## src/rtl/SB_codex_pkg.sv

```systemverilog
// -----------------------------------------------------------------------------
// SB_codex_pkg
// Shared sideband codec definitions used by the SB TX serializer:
//   - SB_msg_t        : sideband message identifiers
//   - sb_tx_state_t   : serializer FSM states
//   - sb_build_header : message -> 64-bit header packet
//   - sb_msg_has_data : message carries a 64-bit data packet
//   - SB_PKT_UI / SB_GAP_UI : packet length and minimum idle gap, in UI
// -----------------------------------------------------------------------------
package SB_codex_pkg;

    localparam int SB_PKT_UI = 64;
    localparam int SB_GAP_UI = 32;

    // Header opcodes: message without data / message with 64-bit data
    localparam logic [4:0] SB_OP_NODATA = 5'b10010;
    localparam logic [4:0] SB_OP_DATA   = 5'b11011;

    // Fixed source/destination identifiers for logphy-originated messages
    localparam logic [2:0] SB_SRCID = 3'b001;
    localparam logic [2:0] SB_DSTID = 3'b101;

    typedef enum logic [3:0] {
        SB_MSG_NONE          = 4'd0,
        SB_OUT_OF_RESET      = 4'd1,
        SB_DONE_REQ          = 4'd2,
        SB_DONE_RESP         = 4'd3,
        SB_MBINIT_PARAM_REQ  = 4'd4,
        SB_MBINIT_PARAM_RESP = 4'd5,
        SB_TRAINERROR_REQ    = 4'd6,
        SB_REPAIR_RESULT     = 4'd7
    } SB_msg_t;

    typedef enum logic [2:0] {
        IDLE = 3'd0,
        HDR  = 3'd1,
        GAP1 = 3'd2,
        DATA = 3'd3,
        GAP2 = 3'd4
    } sb_tx_state_t;

    function automatic logic sb_msg_has_data(input SB_msg_t msg);
        logic has_data;
        case (msg)
            SB_MBINIT_PARAM_REQ,
            SB_MBINIT_PARAM_RESP,
            SB_REPAIR_RESULT:     has_data = 1'b1;
            default:              has_data = 1'b0;
        endcase
        return has_data;
    endfunction

    // Header layout:
    //   [4:0] opcode, [21:14] msgcode, [39:32] msgsubcode,
    //   [58:56] srcid, [61:59] dstid, [62] CP, [63] DP (returned as 0)
    function automatic logic [63:0] sb_build_header(input SB_msg_t msg);
        logic [7:0]  code;
        logic [7:0]  sub;
        logic [63:0] hdr;
        code = 8'h00;
        sub  = 8'h00;
        case (msg)
            SB_OUT_OF_RESET:      begin code = 8'h91; sub = 8'h00; end
            SB_DONE_REQ:          begin code = 8'h95; sub = 8'h01; end
            SB_DONE_RESP:         begin code = 8'h9A; sub = 8'h01; end
            SB_MBINIT_PARAM_REQ:  begin code = 8'hA5; sub = 8'h00; end
            SB_MBINIT_PARAM_RESP: begin code = 8'hAA; sub = 8'h00; end
            SB_TRAINERROR_REQ:    begin code = 8'h95; sub = 8'h0F; end
            SB_REPAIR_RESULT:     begin code = 8'hAA; sub = 8'h07; end
            default:              ;
        endcase
        hdr        = '0;
        hdr[4:0]   = sb_msg_has_data(msg) ? SB_OP_DATA : SB_OP_NODATA;
        hdr[21:14] = code;
        hdr[39:32] = sub;
        hdr[58:56] = SB_SRCID;
        hdr[61:59] = SB_DSTID;
        return hdr;
    endfunction

endpackage

```

## src/rtl/sb_tx_shifter.sv

```systemverilog
// -----------------------------------------------------------------------------
// sb_tx_shifter
// Packet shift register (parallel load, shift right, LSB out) plus the shared
// UI counter used by the serializer FSM.
//
// Ports:
//   clk_i        in   bit clock
//   reset_i      in   synchronous active-high reset
//   load_i       in   load load_val_i into the shift register (wins over shift)
//   load_val_i   in   WIDTH-bit packet to load
//   shift_i      in   shift right by one
//   cnt_clr_i    in   clear the UI counter (wins over increment)
//   cnt_inc_i    in   increment the UI counter
//   next_bit_o   out  LSB the register will hold after this edge
//   cnt_o        out  current UI count
// -----------------------------------------------------------------------------
module sb_tx_shifter #(
    parameter int WIDTH = 64,
    parameter int CNT_W = 6
) (
    input  logic             clk_i,
    input  logic             reset_i,
    input  logic             load_i,
    input  logic [WIDTH-1:0] load_val_i,
    input  logic             shift_i,
    input  logic             cnt_clr_i,
    input  logic             cnt_inc_i,
    output logic             next_bit_o,
    output logic [CNT_W-1:0] cnt_o
);

    logic [WIDTH-1:0] shift_q, shift_d;
    logic [CNT_W-1:0] cnt_q, cnt_d;

    always_comb begin
        shift_d = shift_q;
        if (load_i) begin
            shift_d = load_val_i;
        end else if (shift_i) begin
            shift_d = {1'b0, shift_q[WIDTH-1:1]};
        end
    end

    always_comb begin
        cnt_d = cnt_q;
        if (cnt_clr_i) begin
            cnt_d = '0;
        end else if (cnt_inc_i) begin
            cnt_d = cnt_q + 1'b1;
        end
    end

    always_ff @(posedge clk_i) begin
        if (reset_i) begin
            shift_q <= '0;
            cnt_q   <= '0;
        end else begin
            shift_q <= shift_d;
            cnt_q   <= cnt_d;
        end
    end

    // Looking at the post-edge LSB lets the parent register the pin so it is
    // aligned with the state/counter it belongs to.
    assign next_bit_o = shift_d[0];
    assign cnt_o      = cnt_q;

endmodule

```

## src/rtl/sb_tx_serializer.sv

```systemverilog
// -----------------------------------------------------------------------------
// sb_tx_serializer
// Sideband TX serializer. Each accepted request is sent as a 64-UI header
// packet, optionally followed by a 64-UI data packet, LSB-first, with a
// clock-qualifier pin and a low, clock-idle gap after every packet.
//
// Build option: define SB_TX_PARITY_EN to overwrite header bit 62 (CP) with
// the XOR of header bits [61:0] and bit 63 (DP) with the XOR of the data word
// (0 for messages without data). Without it, bits 62/63 are sent as built.
//
// Ports:
//   clk_800MHz                in   sideband bit clock, one UI per cycle
//   reset                     in   synchronous active-high reset
//   enable_i                  in   block enable, gates new acceptances only
//   SB_TX_msg_i               in   message identifier
//   SB_TX_dataBus_i           in   64-bit payload for data-carrying messages
//   SB_TX_msg_valid_i         in   request valid
//   SB_TX_msg_sendNextFlag_o  out  ready (IDLE & enable & ~reset)
//   SB_clkPin_TX_o            out  registered clock-active qualifier
//   SB_dataPin_TX_o           out  registered serial data
//   busy_o                    out  FSM not in IDLE
//   pkt_sent_o                out  pulse on the last UI of a message
//
// States:
//   IDLE | waiting for valid & ready
//   HDR  | shifting out the header packet
//   GAP1 | idle gap between header and data packets
//   DATA | shifting out the data packet
//   GAP2 | idle gap closing the message
// -----------------------------------------------------------------------------
module sb_tx_serializer
    import SB_codex_pkg::*;
#(
    parameter int PKT_UI    = SB_PKT_UI,
    parameter int GAP_UI    = SB_GAP_UI,
    parameter int GAP_CNT_W = 6
) (
    input  logic        clk_800MHz,
    input  logic        reset,
    input  logic        enable_i,
    input  SB_msg_t     SB_TX_msg_i,
    input  logic [63:0] SB_TX_dataBus_i,
    input  logic        SB_TX_msg_valid_i,
    output logic        SB_TX_msg_sendNextFlag_o,
    output logic        SB_clkPin_TX_o,
    output logic        SB_dataPin_TX_o,
    output logic        busy_o,
    output logic        pkt_sent_o
);

    localparam logic [GAP_CNT_W-1:0] PKT_LAST = GAP_CNT_W'(PKT_UI - 1);
    localparam logic [GAP_CNT_W-1:0] GAP_LAST = GAP_CNT_W'(GAP_UI - 1);

    sb_tx_state_t   state_q, state_d;
    logic           has_data_q, has_data_d;
    logic [63:0]    data_q, data_d;
    logic           clk_pin_q, clk_pin_d;
    logic           data_pin_q, data_pin_d;

    logic [63:0]    hdr_raw, hdr_w;
    logic           msg_has_data;
    logic           accept;

    logic           load, shift, cnt_clr, cnt_inc;
    logic [63:0]    load_val;
    logic           next_bit;
    logic [GAP_CNT_W-1:0] cnt;
    logic           on_wire_d;

    always_comb begin
        hdr_raw      = sb_build_header(SB_TX_msg_i);
        msg_has_data = sb_msg_has_data(SB_TX_msg_i);
        hdr_w        = hdr_raw;
`ifdef SB_TX_PARITY_EN
        hdr_w[62]    = ^hdr_raw[61:0];
        hdr_w[63]    = msg_has_data ? ^SB_TX_dataBus_i : 1'b0;
`endif
    end

    assign SB_TX_msg_sendNextFlag_o = (state_q == IDLE) & enable_i & ~reset;
    assign accept = SB_TX_msg_sendNextFlag_o & SB_TX_msg_valid_i;

    always_comb begin
        state_d    = state_q;
        has_data_d = has_data_q;
        data_d     = data_q;
        load       = 1'b0;
        load_val   = hdr_w;
        shift      = 1'b0;
        cnt_clr    = 1'b0;
        cnt_inc    = 1'b0;

        case (state_q)
            IDLE: begin
                if (accept) begin
                    state_d    = HDR;
                    has_data_d = msg_has_data;
                    data_d     = SB_TX_dataBus_i;
                    load       = 1'b1;
                    load_val   = hdr_w;
                    cnt_clr    = 1'b1;
                end
            end
            HDR: begin
                shift = 1'b1;
                if (cnt == PKT_LAST) begin
                    state_d = has_data_q ? GAP1 : GAP2;
                    cnt_clr = 1'b1;
                end else begin
                    cnt_inc = 1'b1;
                end
            end
            GAP1: begin
                if (cnt == GAP_LAST) begin
                    state_d  = DATA;
                    load     = 1'b1;
                    load_val = data_q;
                    cnt_clr  = 1'b1;
                end else begin
                    cnt_inc = 1'b1;
                end
            end
            DATA: begin
                shift = 1'b1;
                if (cnt == PKT_LAST) begin
                    state_d = GAP2;
                    cnt_clr = 1'b1;
                end else begin
                    cnt_inc = 1'b1;
                end
            end
            GAP2: begin
                if (cnt == GAP_LAST) begin
                    state_d = IDLE;
                    cnt_clr = 1'b1;
                end else begin
                    cnt_inc = 1'b1;
                end
            end
            default: begin
                state_d = IDLE;
                cnt_clr = 1'b1;
            end
        endcase

        // Pins are registered from the next state so they line up with the
        // state and UI count they describe.
        on_wire_d  = (state_d == HDR) || (state_d == DATA);
        clk_pin_d  = on_wire_d;
        data_pin_d = on_wire_d & next_bit;
    end

    sb_tx_shifter #(
        .WIDTH (PKT_UI),
        .CNT_W (GAP_CNT_W)
    ) u_shifter (
        .clk_i      (clk_800MHz),
        .reset_i    (reset),
        .load_i     (load),
        .load_val_i (load_val),
        .shift_i    (shift),
        .cnt_clr_i  (cnt_clr),
        .cnt_inc_i  (cnt_inc),
        .next_bit_o (next_bit),
        .cnt_o      (cnt)
    );

    always_ff @(posedge clk_800MHz) begin
        if (reset) begin
            state_q    <= IDLE;
            has_data_q <= 1'b0;
            data_q     <= '0;
            clk_pin_q  <= 1'b0;
            data_pin_q <= 1'b0;
        end else begin
            state_q    <= state_d;
            has_data_q <= has_data_d;
            data_q     <= data_d;
            clk_pin_q  <= clk_pin_d;
            data_pin_q <= data_pin_d;
        end
    end

    assign SB_clkPin_TX_o  = clk_pin_q;
    assign SB_dataPin_TX_o = data_pin_q;
    assign busy_o          = (state_q != IDLE);
    assign pkt_sent_o      = (cnt == PKT_LAST) &
                             (((state_q == HDR) & ~has_data_q) | (state_q == DATA));

endmodule

```

## config.mk

```make
export PLATFORM = sky130hd
export DESIGN_NAME = sb_tx_serializer
export DESIGN_NICKNAME = d
export VERILOG_FILES = /design/src/rtl/SB_codex_pkg.sv /design/src/rtl/sb_tx_shifter.sv /design/src/rtl/sb_tx_serializer.sv
export SDC_FILE = /design/constraint.sdc
export NUM_CORES = 1
export LEC_CHECK = 0
export CORE_MARGIN = 5
export CORE_UTILIZATION = 45
export CTS_CLUSTER_SIZE = 8
export DETAILED_ROUTE_END_ITERATION = 12
export PLACE_DENSITY_LB_ADDON = 0.15
export SLEW_MARGIN = 20
export SYNTH_ARGS = -nofsm -noshare
export SYNTH_HDL_FRONTEND = slang
export SYNTH_SLANG_ARGS = --single-unit
```

## constraint.sdc

```tcl
create_clock -name clk_800MHz -period 4.1 [get_ports clk_800MHz]
set_input_delay 1.23 -clock clk_800MHz [delete_from_list [all_inputs] [get_ports clk_800MHz]]
set_output_delay 1.23 -clock clk_800MHz [all_outputs]
set_load 0.02 [all_outputs]
```

==> results.sh, run 1 <==
export IMPL_drt_total_wl_um=14260
export IMPL_die_area_um2=15820
export IMPL_r2r_slack_ns=1.71
export IMPL_p_per_area_nw_per_um2=449.1
export IMPL_dr_total_vias=5219
export IMPL_cp_start_kind="input pin"
export IMPL_first_pass_iters=6
export IMPL_worst_r2r_cell_count=5
export IMPL_rr_startpoint="state_q[0]"
export IMPL_drive_gt1_share_pct=8.642
export IMPL_synthDominantCellAreaShare_pct=46.47
export IMPL_relSlewSlack_pct=47.11
export IMPL_fin_worst_skew_ns=0.005167
export IMPL_crit_cells=3
export IMPL_outcome="complete, no violations"
export IMPL_instances_no_fill=905
export IMPL_port_buffers=76
export IMPL_fmax_mhz=258.8
export IMPL_power_leakage_nw=2.662
export IMPL_hold_class="register to register"
export IMPL_via_per_inst=5.767
export IMPL_yosysWarnings=0
export IMPL_coreArea_um2=13190
export IMPL_place_hpwl_um=7899
export IMPL_worst_hold_slack_ns=0.4539
export IMPL_hold_viol_final=0
export IMPL_root_buffer="clkbuf_16"
export IMPL_nNetsFinal=789
export IMPL_syn_avg_cell_area_um2=8.830
export IMPL_antenna_cells=0
export IMPL_final_period_utilization_pct=94.25
export IMPL_top_layer_used="met4"
export IMPL_cpPeakStageDelay_ns=0.64
export IMPL_antenna_found_initial=0
export IMPL_irDropWorstVdd_mv=0.3195
export IMPL_crit_family="buffers and inverters"
export IMPL_maxSlewViolCount=0
export IMPL_crit_end="SB_TX_msg_sendNextFlag_o"
export IMPL_setup_tns_ns=0
export IMPL_initial_utilization_pct=45.72
export IMPL_worst_pin_slew_ns=0.7934
export IMPL_yosysMostFrequentCell="nand2_1"
export IMPL_drt_initial_drc_count=563
export IMPL_crit_top_cell="clkdlybuf4s50_1"
export IMPL_drt_met1_wl_um=6702
export IMPL_die_height_um=125.8
export IMPL_post_cts_buffers=0
export IMPL_clock_path_buffers=2
export IMPL_cts_made_buffers=17
export IMPL_power_mw=3.314
export IMPL_grt_max_degree=135
export IMPL_synth_cell_type_count=55
export IMPL_clock_sinks=140
export IMPL_critPathLaunch="enable_i"
export IMPL_yosysSeqAreaShare_pct=46.47
export IMPL_maxCapViolations=0
export IMPL_core_rowCount=42
export IMPL_drc=0
export IMPL_synth_edf_count=0
export IMPL_gp_congestion=0.7835
export IMPL_timing_rr_end="data_q[20]"
export IMPL_setup_viol=0
export IMPL_clk_pin_slew_ns=0.06
export IMPL_grt_first_pass_wirelength_um=24170
export IMPL_synth_area_um2=6031
export IMPL_avgRoutedWirePerCell_um=15.76
export IMPL_io_pins=77
export IMPL_die_w_um=125.8
export IMPL_placedCellCount=873
export IMPL_tritoncts="built"
export IMPL_clkLatencyLatePin_ns=0.41
export IMPL_cts_hold_fix_buffers=0
export IMPL_cp_num_buf_inv=2
export IMPL_grt_usage_pct=18.07
export IMPL_async_reset_ff_share_pct=0
export IMPL_drtAntennaViolNets=0
export IMPL_worst_ep_required_time_ns=2.87
export IMPL_rsz0062_at_grt="no"
export IMPL_met2WireLength_um=6787
export IMPL_syn_to_final_growth_pct=22.37
export IMPL_postCtsResizedCells=0
export IMPL_yosysTopAreaCell="dfxtp_1"
export IMPL_synth_top_cells_by_count="nand2_1 (143), dfxtp_1 (140), nand4_1 (70)"
export IMPL_min_period_ns=3.864
export IMPL_synth_fp_nets=756
export IMPL_h_tree_depth=4
export IMPL_wl_met3_um=588
export IMPL_arrival_ns=2.63
export IMPL_utilization_pct=55.95
export IMPL_first_global_vias=5217
export IMPL_ys_ff_latch=140
export IMPL_syn_inst=683
export IMPL_ys_flop_type="dfxtp_1"
export IMPL_end_kind="output pin"
export IMPL_cp_max_fo=4
export IMPL_crit_slowest_cell="clkdlybuf4s50_1"
export IMPL_critPathKind="input pin to output pin"
export IMPL_gr_total_overflow=0
export IMPL_synthTopCellsByArea="dfxtp_1 (46%), nand2_1 (8.9%), nand3b_1 (8.0%)"
export IMPL_path_cells="clkdlybuf4s50_1, nor3b_1, clkdlybuf4s50_1"
tightest hold or removal path, cell delays in order (launching register included):
cell and delay [ns]:
dfxtp_1 0.31, nand2_1 0.05, a21oi_1 0.05
registers in the layout, indices dropped and copies added, names as in the netlist:
signal             count
has_data_q             1
SB_clkPin_TX_o         1
u_shifter.cnt_o        6
data_q                64
u_shifter.shift_q     64
SB_dataPin_TX_o        1
state_q                3
power breakdown:
part	switching (mW)	internal, mW
clock	0.568	1.10
sequential	0.0258	1.40
combinational	0.112	0.107
total	0.706	2.61
layer usage:
metal | vias up | global-route usage (%)
li1 | 2573 | -
met1 | 2522 | 22.68
met2 | 110 | 30.52
met3 | 14 | 4.149
met4 | 0 | 6.562
met5 | - | 0
worst min-delay path by stage:
stage,start,endpoint,slack (ns),cells after the start
after floorplan,has_data_q,has_data_q,0.43,2
after global placement,has_data_q,has_data_q,0.44,2
after detailed placement,has_data_q,has_data_q,0.45,2
after CTS,has_data_q,has_data_q,0.46,2
after global routing,u_shifter.shift_q[17],u_shifter.shift_q[16],0.49,2
final,has_data_q,has_data_q,0.45,2
layout make-up:
class	count	area [um^2]
clock buffers	22	494.2
clock inverters	10	158.9
fillers	1192	5811
inverters	5	18.77
multi-input cells	469	2861
flip-flops and latches	140	2803
well taps	176	220.2
repair buffers	83	823.3
cell usage in the layout, fill, tap and decap left out, types with 2 or more instances in the layout:
cell	n
nand3_1	9
clkbuf_8	5
bufinv_16	4
a41oi_1	3
nor3_1	2
o21ai_0	3
xnor2_1	2
a22oi_2	9
a31oi_1	5
a211oi_1	3
clkdlybuf4s50_1	75
nand4_1	70
and2_1	2
a22oi_1	41
mux2i_1	4
a222oi_1	3
dfxtp_1	140
a221oi_1	5
nand2b_1	2
and4_1	2
nand3b_1	64
buf_4	7
o41a_1	2
o31a_1	2
inv_1	5
nand2_1	142
clkinv_2	3
nor2_1	4
nand4b_1	2
clkbuf_16	17
a21oi_1	61
nor2b_1	2
clkinvlp_4	2
through the flow:
stage          worst slack [ns]  instance area, um^2
2_1_floorplan            0.7450                 6031
3_3_place_gp             0.2743                 6726
3_5_place_dp             0.2436                 6726
4_1_cts                  0.2390                 7380
5_1_grt                  0.1068                 7380
6_report                 0.2358                 7380
logic make-up after synthesis:
logic type	share of synthesized area [%]
XOR/XNOR	0.2905
AND/OR/NAND/NOR	28.71
multiplexers	0.6639
flip-flops	46.47
buffers and inverters	6.348
AO/OA/AOI/OAI	17.30
adder cells (fa/ha/maj)	0.2074
(Power assumes the default switching activity.)
==> run 2, diff against run 1 <==
- CELL_PAD_IN_SITES_DETAIL_PLACEMENT: unset -> 1
- CELL_PAD_IN_SITES_GLOBAL_PLACEMENT: unset -> 2
- CORE_UTILIZATION: 45 -> 36
==> run 2 against run 1 <==
  * Count of clock-buffer cells in the layout shrank 1
  * Sequential share of layout area shrank 0.20 points
  * Critical path depth is the same
  * Routed wire length grew 14%
  * Worst hold slack gained 0.0060 ns
  * Final area grew 0.53%
  * Final cell count grew 5.2%
  * Fmax shrank 1.0%
  * Largest cell class unchanged
  * First-iteration DRC count shrank 57%
  * Die area grew 23%
  * Highest routed layer unchanged
  * Clock power shrank 6%
  * Clock skew grew 0.0051 ns
==> results.sh, run 2 (synthesis results as in run 1) <==
export IMPL_drt_total_wl_um=16200
export IMPL_fmax_mhz=256.2
export IMPL_arrival_ns=2.67
export IMPL_outcome="complete, no violations"
export IMPL_min_from="has_data_q"
export IMPL_timing_rr_end="u_shifter.shift_q[33]"
export IMPL_fin_worst_skew_ns=0.01022
export IMPL_r2r_slack_ns=1.56
export IMPL_layout_common_cells="nand2_1 (142), dfxtp_1 (140), clkdlybuf4s50_1 (75)"
export IMPL_clock_sinks=140
export IMPL_multiInputGateArea_um2=2861
export IMPL_grt_max_degree=75
export IMPL_drt_initial_drc_count=243
export IMPL_port_buffers=76
export IMPL_die_area_um2=19440
export IMPL_hold_class="register to register"
export IMPL_ff_latch_area_um2=2803
export IMPL_die_height_um=139.4
export IMPL_final_period_utilization_pct=95.21
export IMPL_end_kind="output pin"
export IMPL_clock_path_buffers=2
export IMPL_setup_viol=0
export IMPL_fillers=1878
export IMPL_grt_usage_pct=16.82
export IMPL_drtAntennaViolNets=0
export IMPL_cts_hold_fix_buffers=0
export IMPL_dr_total_vias=5218
export IMPL_gr_total_overflow=0
export IMPL_maxSlewViolCount=0
export IMPL_final_common_cell="nand2_1"
export IMPL_tritoncts="built"
export IMPL_clk_pin_slew_ns=0.06
export IMPL_io_pins=77
export IMPL_worst_ep_required_time_ns=2.87
export IMPL_die_w_um=139.4
export IMPL_place_hpwl_um=9744
export IMPL_antenna_cells=0
export IMPL_postCtsResizedCells=0
export IMPL_min_period_ns=3.904
export IMPL_drc=0
export IMPL_antenna_found_initial=0
export IMPL_syn_to_final_growth_pct=23.01
export IMPL_drive_gt1_share_pct=8.743
export IMPL_p_per_area_nw_per_um2=434.9
export IMPL_maxCapViolations=0
export IMPL_holdPathStages=2
export IMPL_h_tree_depth=4
export IMPL_worst_pin_slew_ns=0.9899
export IMPL_clkLatencyLatePin_ns=0.42
export IMPL_rsz0062_at_grt="no"
export IMPL_gp_congestion=0.7153
export IMPL_hold_viol_final=0
export IMPL_worst_r2r_cell_count=6
export IMPL_relSlewSlack_pct=34.00
export IMPL_nNetsFinal=792
export IMPL_hold_end="has_data_q"
export IMPL_root_buffer="clkbuf_16"
export IMPL_core_rowCount=47
export IMPL_first_global_vias=5552
export IMPL_first_pass_iters=4
export IMPL_utilization_pct=44.89
export IMPL_grt_first_pass_wirelength_um=27540
export IMPL_initial_utilization_pct=36.50
export IMPL_coreArea_um2=16520
export IMPL_avgRoutedWirePerCell_um=17.02
export IMPL_irDropWorstVdd_mv=0.3136
export IMPL_rr_startpoint="u_shifter.cnt_o[0]"
export IMPL_cp_max_fo=4
export IMPL_critPathKind="input pin to output pin"
export IMPL_power_leakage_nw=2.649
export IMPL_setup_tns_ns=0
export IMPL_via_per_inst=5.481
export IMPL_cp_start_kind="input pin"
export IMPL_post_cts_buffers=0
export IMPL_cts_made_buffers=17
==> run 2: report_power, final <==
group	switching, mW	internal [mW]
Combinational	0.116	0.110
Sequential	0.0268	1.40
Clock	0.584	0.986
==> run 2: how the worst max path moves through the flow <==
stage,startpoint,endpoint,slack (ns)
finish,enable_i,SB_TX_msg_sendNextFlag_o,0.20
CTS,enable_i,SB_TX_msg_sendNextFlag_o,0.21
detailed placement,enable_i,SB_TX_msg_sendNextFlag_o,0.21
floorplan,reset,SB_TX_msg_sendNextFlag_o,0.75
global route,u_shifter.cnt_o[0],pkt_sent_o,0.07
global placement,enable_i,SB_TX_msg_sendNextFlag_o,0.27
==> run 2: metrics by stage <==
stage | std cells | hold slack (ns) | setup slack (ns) | power, mW | cell area (um^2)
global route | 952 | 0.4819 | 0.06833 | 3.340 | 7418
finish | 952 | 0.4599 | 0.1963 | 3.226 | 7418
CTS | 952 | 0.4620 | 0.2075 | 3.270 | 7418
floorplan | 683 | 0.4318 | 0.7450 | 1.573 | 6031
detailed placement | 920 | 0.4520 | 0.2105 | 1.687 | 6817
global placement | 920 | 0.4431 | 0.2687 | 1.680 | 6817
==> run 2: critical path, cell delays in order <==
cell             delay [ns]
clkdlybuf4s50_1        0.55
nor3b_1                0.24
clkdlybuf4s50_1        0.65
==> run 2: area by class of cell <==
type | instances | area share (%)
multi-input combinational | 469 | 38.57
sequential | 140 | 37.78
timing repair buffer | 86 | 11.57
clock buffer | 21 | 6.207
tap | 220 | 3.711
clock inverter | 11 | 1.906
inverter | 5 | 0.2530
==> run 2: layer usage <==
metal	vias to the layer above	GRT usage (%)	routed length, um
met5	-	0	0
met4	0	5.922	262
met3	23	3.602	457
met2	84	27.86	7609
met1	2545	21.73	7869
li1	2566	-	-
